**config.mk**
```make
export PLATFORM = sky130hd
export DESIGN_NAME = rx_sync_controller
export DESIGN_NICKNAME = d
export VERILOG_FILES = /design/src/rtl/rx_sync_pkg.sv /design/src/rtl/rx_phase_counter.sv /design/src/rtl/rx_sync_controller.sv
export SDC_FILE = /design/constraint.sdc
export NUM_CORES = 1
export LEC_CHECK = 0
export BUFFER_PORTS_ARGS = -buffer_cell sky130_fd_sc_hd__buf_2
export CAP_MARGIN = 20
export CORE_MARGIN = 4
export CORE_UTILIZATION = 54
export DETAILED_ROUTE_END_ITERATION = 8
export HOLD_SLACK_MARGIN = 0.05
export PLACE_DENSITY_LB_ADDON = 0.25
export RECOVER_POWER = 100
export SETUP_SLACK_MARGIN = 0.2
export SYNTH_ARGS = -nofsm -noshare
export SYNTH_HDL_FRONTEND = slang
export SYNTH_SLANG_ARGS = --single-unit
```
**constraint.sdc**
```tcl
create_clock -name BitCLK -period 2 [get_ports BitCLK]
set_input_delay 0.3 -clock BitCLK [delete_from_list [all_inputs] [get_ports BitCLK]]
set_output_delay 0.3 -clock BitCLK [all_outputs]
set_load 0.03 [all_outputs]
```
**src/rtl/rx_sync_pkg.sv**
```systemverilog
// rtl/rx_sync_pkg.sv - shared state encoding, parameter defaults and counter helper for rx sync
package rx_sync_pkg;

    localparam int SYM_BITS_DEF      = 10;
    localparam int LOCK_COUNT_DEF    = 3;
    localparam int ERR_LIMIT_DEF     = 4;
    localparam int COMMA_TIMEOUT_DEF = 16;

    typedef enum logic [1:0] {
        S_HUNT   = 2'b00,
        S_VERIFY = 2'b01,
        S_LOCKED = 2'b10
    } sync_state_t;

    function automatic logic [7:0] sat_inc(input logic [7:0] v, input logic [7:0] lim);
        return (v >= lim) ? v : v + 8'd1;
    endfunction

endpackage

```
**src/rtl/rx_phase_counter.sv**
```systemverilog
// rtl/rx_phase_counter.sv - modulo-SYM_BITS bit phase counter with realign load and symbol strobe
module rx_phase_counter #(
    parameter int SYM_BITS = 10,
    parameter int PW       = $clog2(SYM_BITS)
) (
    input  logic          i_bit_clk,
    input  logic          i_reset_n,
    input  logic          i_realign,
    input  logic          i_strobe_en,
    output logic [PW-1:0] o_phase,
    output logic          o_sym_strobe
);

    localparam logic [PW-1:0] LAST = PW'(SYM_BITS - 1);

    logic [PW-1:0] r_phase;
    logic [PW-1:0] w_phase_next;
    logic          r_sym_strobe;

    // The comma cycle itself is phase 0, so a realign lands on phase 1.
    always_comb begin
        w_phase_next = r_phase + PW'(1);
        if (i_realign) begin
            w_phase_next = PW'(1);
        end else if (r_phase == LAST) begin
            w_phase_next = '0;
        end
    end

    always_ff @(posedge i_bit_clk or negedge i_reset_n) begin
        if (!i_reset_n) begin
            r_phase      <= '0;
            r_sym_strobe <= 1'b0;
        end else begin
            r_phase      <= w_phase_next;
            r_sym_strobe <= i_strobe_en && (w_phase_next == LAST);
        end
    end

    assign o_phase      = r_phase;
    assign o_sym_strobe = r_sym_strobe;

endmodule

```
**src/rtl/rx_sync_controller.sv**
```systemverilog
// rtl/rx_sync_controller.sv - comma-based symbol alignment FSM (HUNT/VERIFY/LOCKED)
module rx_sync_controller
    import rx_sync_pkg::*;
#(
    parameter int SYM_BITS      = SYM_BITS_DEF,
    parameter int LOCK_COUNT    = LOCK_COUNT_DEF,
    parameter int ERR_LIMIT     = ERR_LIMIT_DEF,
    parameter int COMMA_TIMEOUT = COMMA_TIMEOUT_DEF
) (
    input  logic       BitCLK,
    input  logic       Reset,
    input  logic       Enable,
    input  logic       Comma,
    output logic       SymStrobe,
    output logic       Locked,
    output logic       AlignErr,
    output logic [1:0] SyncState
);

    localparam int         PW        = $clog2(SYM_BITS);
    localparam logic [7:0] LOCK_CNT8 = 8'(LOCK_COUNT);
    localparam logic [7:0] ERR_LIM8  = 8'(ERR_LIMIT);
    localparam logic [7:0] TMO8      = 8'(COMMA_TIMEOUT);

    sync_state_t   r_state;
    sync_state_t   w_state_next;
    logic [7:0]    r_good;
    logic [7:0]    r_err;
    logic [7:0]    r_timer;
    logic [7:0]    w_good_next;
    logic [7:0]    w_err_next;
    logic [7:0]    w_timer_next;
    logic          r_debounce;
    logic          w_debounce_next;
    logic          r_align_err;
    logic          r_locked;
    logic          w_err_pulse;
    logic          w_realign;
    logic          w_strobe_en;
    logic [PW-1:0] w_phase;
    logic          w_sym_strobe;
    logic          w_comma_ok;
    logic          w_aligned;
    logic          w_misaligned;
    logic          w_timeout;

    assign w_comma_ok   = Comma && !r_debounce;
    assign w_aligned    = w_comma_ok && (w_phase == '0);
    assign w_misaligned = w_comma_ok && (w_phase != '0);
    assign w_timeout    = (r_timer == TMO8);
    assign w_strobe_en  = (w_state_next != S_HUNT);

    rx_phase_counter #(
        .SYM_BITS (SYM_BITS),
        .PW       (PW)
    ) u_phase (
        .i_bit_clk    (BitCLK),
        .i_reset_n    (Reset),
        .i_realign    (w_realign),
        .i_strobe_en  (w_strobe_en),
        .o_phase      (w_phase),
        .o_sym_strobe (w_sym_strobe)
    );

    always_comb begin
        w_state_next    = r_state;
        w_good_next     = r_good;
        w_err_next      = r_err;
        w_timer_next    = w_sym_strobe ? sat_inc(r_timer, TMO8) : r_timer;
        w_realign       = 1'b0;
        w_err_pulse     = 1'b0;
        w_debounce_next = 1'b0;

        case (r_state)
            S_HUNT: begin
                w_good_next  = 8'd0;
                w_err_next   = 8'd0;
                w_timer_next = 8'd0;
                if (w_comma_ok) begin
                    w_realign       = 1'b1;
                    w_good_next     = 8'd1;
                    w_debounce_next = 1'b1;
                    w_state_next    = (LOCK_COUNT == 1) ? S_LOCKED : S_VERIFY;
                end
            end
            S_VERIFY: begin
                if (w_aligned) begin
                    w_good_next     = sat_inc(r_good, LOCK_CNT8);
                    w_timer_next    = 8'd0;
                    w_debounce_next = 1'b1;
                    if (w_good_next >= LOCK_CNT8) begin
                        w_state_next = S_LOCKED;
                        w_err_next   = 8'd0;
                    end
                end else if (w_misaligned) begin
                    w_realign       = 1'b1;
                    w_good_next     = 8'd1;
                    w_timer_next    = 8'd0;
                    w_debounce_next = 1'b1;
                end else if (w_timeout) begin
                    w_state_next = S_HUNT;
                end
            end
            S_LOCKED: begin
                if (w_aligned) begin
                    w_err_next      = 8'd0;
                    w_timer_next    = 8'd0;
                    w_debounce_next = 1'b1;
                end else if (w_misaligned || w_timeout) begin
                    // A coincident misaligned comma and timeout is one error.
                    w_err_pulse = 1'b1;
                    w_err_next  = sat_inc(r_err, ERR_LIM8);
                    if (w_timeout) begin
                        w_timer_next = 8'd0;
                    end
                    if (w_err_next >= ERR_LIM8) begin
                        w_state_next = S_HUNT;
                    end
                end
            end
            default: begin
                w_state_next = S_HUNT;
            end
        endcase

        if (!Enable) begin
            w_state_next    = S_HUNT;
            w_good_next     = 8'd0;
            w_err_next      = 8'd0;
            w_timer_next    = 8'd0;
            w_realign       = 1'b0;
            w_err_pulse     = 1'b0;
            w_debounce_next = 1'b0;
        end
    end

    always_ff @(posedge BitCLK or negedge Reset) begin
        if (!Reset) begin
            r_state     <= S_HUNT;
            r_good      <= 8'd0;
            r_err       <= 8'd0;
            r_timer     <= 8'd0;
            r_debounce  <= 1'b0;
            r_align_err <= 1'b0;
            r_locked    <= 1'b0;
        end else begin
            r_state     <= w_state_next;
            r_good      <= w_good_next;
            r_err       <= w_err_next;
            r_timer     <= w_timer_next;
            r_debounce  <= w_debounce_next;
            r_align_err <= w_err_pulse;
            r_locked    <= (w_state_next == S_LOCKED);
        end
    end

    assign SymStrobe = w_sym_strobe;
    assign Locked    = r_locked;
    assign AlignErr  = r_align_err;
    assign SyncState = r_state;

endmodule
```
==> results of run 1 <==
[cells by family after synthesis]
logic type	after synthesis	share of synthesized area
compound gates	37	0.1428
xor+xnor	4	0.01969
fa+ha+maj	9	0.06329
buf+inv	18	0.04219
flops	34	0.4782
mux	3	0.01758
simple gates	68	0.2363
[registers in the layout, indices dropped and copies added (netlist names)]
register and flops:
u_phase.o_phase 4, Locked 1, r_debounce 1, SyncState 2, r_err 8, AlignErr 1
r_timer 8, r_good 8, u_phase.o_sym_strobe 1
[Yosys cell counts (2+ instances only)]
library cell / number
nand2b_1: 3
o22ai_1: 3
nor4_4: 2
a21oi_1: 7
a22oi_1: 3
mux2i_1: 2
and2_1: 7
xnor2_1: 2
and3_1: 3
nor2b_1: 2
nand2_1: 16
nor3b_1: 3
o21ai_0: 4
ha_1: 9
and3b_1: 5
a21boi_0: 2
dfrtp_1: 34
or4_1: 2
o21ai_1: 3
a21oi_2: 2
inv_1: 12
nand4_1: 4
xor2_1: 2
nor2_1: 10
a41oi_1: 2
clkbuf_1: 5
nor3_1: 2
nor4_1: 3
[cells in the final DEF, fill, tap and decap left out, types with 2 or more instances in the layout]
cell	Yosys	routed
clkbuf_1	5	8
xnor2_1	2	2
inv_1	12	11
and2_1	7	3
and3b_1	5	5
nand2b_1	3	3
mux2i_1	2	2
ha_1	9	7
nor4_4	2	3
a41oi_1	2	2
nand4_1	4	4
xor2_1	2	2
a21oi_2	2	3
buf_6	1	3
a22oi_1	3	2
buf_4	0	19
and2_0	0	4
nor4_1	3	2
nor2b_1	2	2
nand2_1	16	15
nor2_1	10	9
o22ai_2	0	2
dfrtp_1	34	32
dfrtp_2	0	2
or4_4	1	3
clkbuf_4	0	6
a21boi_0	2	2
buf_2	0	2
o21ai_0	4	5
and3_1	3	3
nor3b_2	1	3
a21oi_1	7	6
[worst paths after layout]
| path | to | slack, ps | depth (start not counted) |
|---|---|---|---|
| worst max-delay path | r_err[0]$_DFFE_PN0P_ | 120 | 6 |
| worst min-delay path | r_timer[6]$_DFF_PN0_ | 360 | 3 |
| worst max register to register | r_err[0]$_DFFE_PN0P_ | 120 | 6 |
| worst min register to register | r_good[3]$_DFFE_PN0P_ | 510 | 1 |
| max in group asynchronous | u_phase.o_phase[3]$_DFF_PN0_ | 860 | 2 |
| min in group asynchronous | r_good[0]$_DFFE_PN0P_ | 580 | 2 |
[timing repair]
item | CTS | global route
hold buffers | 1 | 0
pin swaps | 3 | 19
gates resized for setup | 9 | 20
endpoints found under the setup margin | 12 | 18
hold endpoints to repair | 17 | 0
buffers inserted | 9 | 6
[critical path: stages (launching register included)]
cell     delay (ps)
dfrtp_1         390
or3_4           410
nor4_4          320
o22a_1          280
buf_6           120
o211a_1         180
o22ai_2          80
[power breakdown]
part | switching, W | internal, W | total, W
Clock | 0.000216 | 0.000140 | 0.000356
Combinational | 0.000272 | 0.000214 | 0.000486
Sequential | 0.0000367 | 0.000726 | 0.000762
Total | 0.000525 | 0.00108 | 0.00160
[cell type report]
class | count | area (µm²) | area share
multi-input cells | 121 | 970.9 | 0.4412
flip-flops and latches | 34 | 853.3 | 0.3877
repair buffers | 32 | 227.7 | 0.1035
well taps | 44 | 55.05 | 0.02501
clock buffers | 8 | 48.80 | 0.02217
inverters | 12 | 45.04 | 0.02047
[metal layers]
| metal | track usage | wire length (µm) |
|---|---|---|
| met1 | 0.2610 | 1680 |
| met2 | 0.3236 | 2115 |
| met3 | 0.06496 | 208 |
| met4 | 0.05440 | 89 |
| met5 | 0 | 0 |
[metrics by stage]
step           hold slack, ps  total power, W  setup WS, ps
6_report                358.5        0.001605         119.7
3_5_place_dp            406.0        0.001154         42.60
4_1_cts                 330.9        0.001565         185.6
5_1_grt                 334.7        0.001689         1.727
2_1_floorplan           4.409        0.001044         149.5
3_3_place_gp            383.0        0.001133         73.70
==> out/metrics.cfg, run 1 <==
[logic_synthesis]
yosys-top-cells-area = dfrtp_1 (48%), ha_1 (6.3%), nand2_1 (3.4%)
synth.yosys.seq_area_share = 0.4782
synth_cells = 173
ys_ff_latch = 34
yosysWarnings = 0
synthFlopType = dfrtp_1
yosysTopAreaCell = dfrtp_1
async_flop_share = 1.000
synth-edff-count = 0
synth_top_area_frac = 0.4782
yosysUniqueCellTypes = 47
synth_area_um2 = 1779
syn_area_per_cell_um2 = 10.28
syn_nets = 186

[detailed_routing]
drc = 0
firstDrtPassIters = 4
wl_per_cell_um = 16.31
ant_nets = 0
drtIter0Drc = 74
wl_um = 4094
vias = 1459
viasPerCell = 5.813

[setup_path]
critPathCaptureType = register
worst-setup-path-type = register to register
start_kind = register
setup.worst_path.start = r_timer[7]$_DFF_PN0_
required_ps = 2220
rr_startpoint = r_timer[7]$_DFF_PN0_
crit_arrival_ps = 2100
critPathMaxFanout = 4

[cells_and_area]
final_cells = 251
layout.nets = 219
syn_to_final_growth_pct = 23.70
utilization = 0.7093
diodes = 0
drive_above_1_share = 0.2947
fillers = 239
fin_area_um2 = 2201

[sta]
period_minus_slack_ps = 1880
clock_skew_ps = 7.684
slew_headroom = 0.4547
hold_violations = 0
finalSetupViolations = 0
tns_ps = 0
fin_crit_sh = 0.9402
rsz0062_at_grt = true
timing.fmax_mhz = 531.8
drv_slew = 0
tightest_slew_ps = 817.9

[run]
cap_violations = 0

[die]
fp.dieH_um = 65.40
ios = 9
die_area_um2 = 4277
die_x_um = 65.40
initial_utilization = 0.5734
fp-row-count = 20
fp.coreArea_um2 = 3103

[cts]
clock_sinks = 34
root_buffer = clkbuf_4
clkTransAtPathRegs_ps = 100
numCtsBuffers = 5
max-clock-path-buffers = 2
htree_num_levels = 2
clk_latency_ps = 330
cts_tree = built

[placed_design]
portBuffers = 8
place_area_um2 = 1934
placed_cells = 227
post-dp-hpwl_um = 2491
gp_congestion = 0.9919

[global_route]
overflow = 0
grt_pass1_wl_um = 6561
antenna_found_initial = 0
grt_pass1_vias = 1342
gr-usage-all-layers = 0.2013
grt_max_degree = 35

[power]
ir_worst_vdd_mv = 0.6945
p_leak_nw = 1.013
p_per_area_nw_per_um2 = 729.0

[worst_hold_path]
min_from = Enable
holdCritPathClass = primary input to register

[status]
outcome = completed

Power figures use the tool's default switching activity.
==> inputs of run 2 (changes only) <==
--- a/config.mk
+++ b/config.mk
@@ -5,11 +5,11 @@
 export SDC_FILE = /design/constraint.sdc
 export NUM_CORES = 1
 export LEC_CHECK = 0
-export BUFFER_PORTS_ARGS = -buffer_cell sky130_fd_sc_hd__buf_2
 export CAP_MARGIN = 20
 export CORE_MARGIN = 4
-export CORE_UTILIZATION = 54
+export CORE_UTILIZATION = 56
 export DETAILED_ROUTE_END_ITERATION = 8
+export DONT_BUFFER_PORTS = 1
 export HOLD_SLACK_MARGIN = 0.05
 export PLACE_DENSITY_LB_ADDON = 0.25
 export RECOVER_POWER = 100
==> out/metrics.cfg, run 2 (synthesis gave the netlist of run 1 again) <==
[status]
outcome = completed

[detailed_routing]
ant_nets = 0
viasPerCell = 5.900
wl_um = 3841
firstDrtPassIters = 6
vias = 1422
drtIter0Drc = 84
wl_per_cell_um = 15.94
drc = 0

[cells_and_area]
layout.nets = 209
top_regs = r_err: 8 flops, r_good: 8 flops, r_timer: 8 flops
syn_to_final_growth_pct = 22.08
utilization = 0.7115
diodes = 0
drive_above_1_share = 0.2995
final_common_cell = dfrtp_1
final_cell_mix = dfrtp_1 (31), nand2_1 (15), buf_4 (15)

[sta]
drv_slew = 0
rsz0062_at_grt = true
tns_ps = 0
slew_headroom = 0.4450
hold_ws_ps = 63.79
timing.fmax_mhz = 538.9
setup_ws_ps = 144.5
hold_violations = 0
fin_crit_sh = 0.9277
clock_skew_ps = 4.882
finalSetupViolations = 0
tightest_slew_ps = 832.5
period_minus_slack_ps = 1855

[global_route]
overflow = 0
grt_busiest_layer = met2
grt_util_met1 = 0.2605
grt_pass1_wl_um = 6658
met2_usage = 0.3454
grt_pass1_vias = 1430
use_met3 = 0.04921
gr-usage-all-layers = 0.2041
antenna_found_initial = 0
grt_max_degree = 35

[setup_path]
setup.worst_path.start = u_phase.o_phase[2]$_DFF_PN0_
path_cells = buf_6, nor4_4, nand2_1, a22oi_2, a41oi_2, nor3b_2
critPathMaxFanout = 4
required_ps = 2260
cpPeakStageDelay_ps = 410
rr_startpoint = u_phase.o_phase[2]$_DFF_PN0_
worst-setup-path-type = register to register
crit_buf_inv = 1
crit_arrival_ps = 2120
cp_top_family = simple AND/OR/NAND/NOR gates
critPathCaptureType = register
critical_path.slowest_cell = dfrtp_1
start_kind = register

[placed_design]
post-dp-hpwl_um = 2509
gp_congestion = 0.9104
portBuffers = 0
pre_cts_ws_ps = 20.22

[cts]
cts_tree = built
max-clock-path-buffers = 2
root_buffer = clkbuf_4
clk_latency_ps = 340
htree_num_levels = 2
clock_sinks = 34
clkTransAtPathRegs_ps = 100
numCtsBuffers = 5

[die]
die_area_um2 = 4143
fp-row-count = 20
ios = 9
die_x_um = 64.37
fp.coreArea_um2 = 3053
initial_utilization = 0.5828
fp.dieH_um = 64.37

[power]
intPower_w = 0.001184
p_sw_w = 0.0005141
ir_worst_vdd_mv = 0.5956
swShare = 0.3027
pwr-share-comb = 0.272
clock_power_share = 0.272
p_leak_nw = 0.9885
power_frac_seq = 0.457
p_per_area_nw_per_um2 = 781.8

[worst_hold_path]
min_from = Enable
holdCritPathClass = primary input to register

[run]
cap_violations = 0

## run 2: stage by stage
stage	cells	instance area [µm²]	total power, W
floorplan	173	1813	0.001044
global placement	220	1902	0.001095
detailed placement	220	1902	0.001115
CTS	238	2132	0.001669
global route	241	2172	0.001797
finish	241	2172	0.001698
## run 2: final timing paths
check	endpoint	slack (ps)	depth (start not counted)
setup / recovery	r_err[2]$_DFFE_PN0P_	140	6
hold / removal	r_timer[6]$_DFF_PN0_	60	2
setup reg to reg	r_err[2]$_DFFE_PN0P_	140	6
hold reg to reg	r_good[6]$_DFFE_PN0P_	500	1
max in group asynchronous	u_phase.o_phase[1]$_DFF_PN0_	820	2
min in group asynchronous	r_good[1]$_DFFE_PN0P_	600	2
## run 2: what timing repair did
item	4_1_cts	5_1_grt
resized for setup	14	17
pin swaps	6	4
setup endpoints to repair	17	17
hold endpoints to repair	34	0
hold buffers	2	0
setup buffers	8	3
## run 2: power by group through the flow
stage	clock network (W)	registers, W	logic, W
3_5_place_dp	0	0.000800	0.000315
5_1_grt	0.000502	0.000782	0.000513
4_1_cts	0.000475	0.000768	0.000426
2_1_floorplan	0	0.000791	0.000252
6_report	0.000461	0.000776	0.000461
3_3_place_gp	0	0.000797	0.000298
## run 2: area by class of cell
| type | instances | area, µm² |
|---|---|---|
| clock buffer | 8 | 78.83 |
| fill | 223 | 880.8 |
| inverter | 12 | 45.04 |
| multi-input combinational | 121 | 977.2 |
| sequential | 34 | 854.6 |
| tap | 44 | 55.05 |
| timing repair buffer | 22 | 161.4 |
## run 2: metal layers
metal / routed length (µm) / part of all wire / up-vias
li1: - / - / 662
met1: 1628 / 0.42 / 706
met2: 1964 / 0.51 / 46
met3: 191 / 0.050 / 8
met4: 57 / 0.015 / 0
met5: 0 / 0 / -
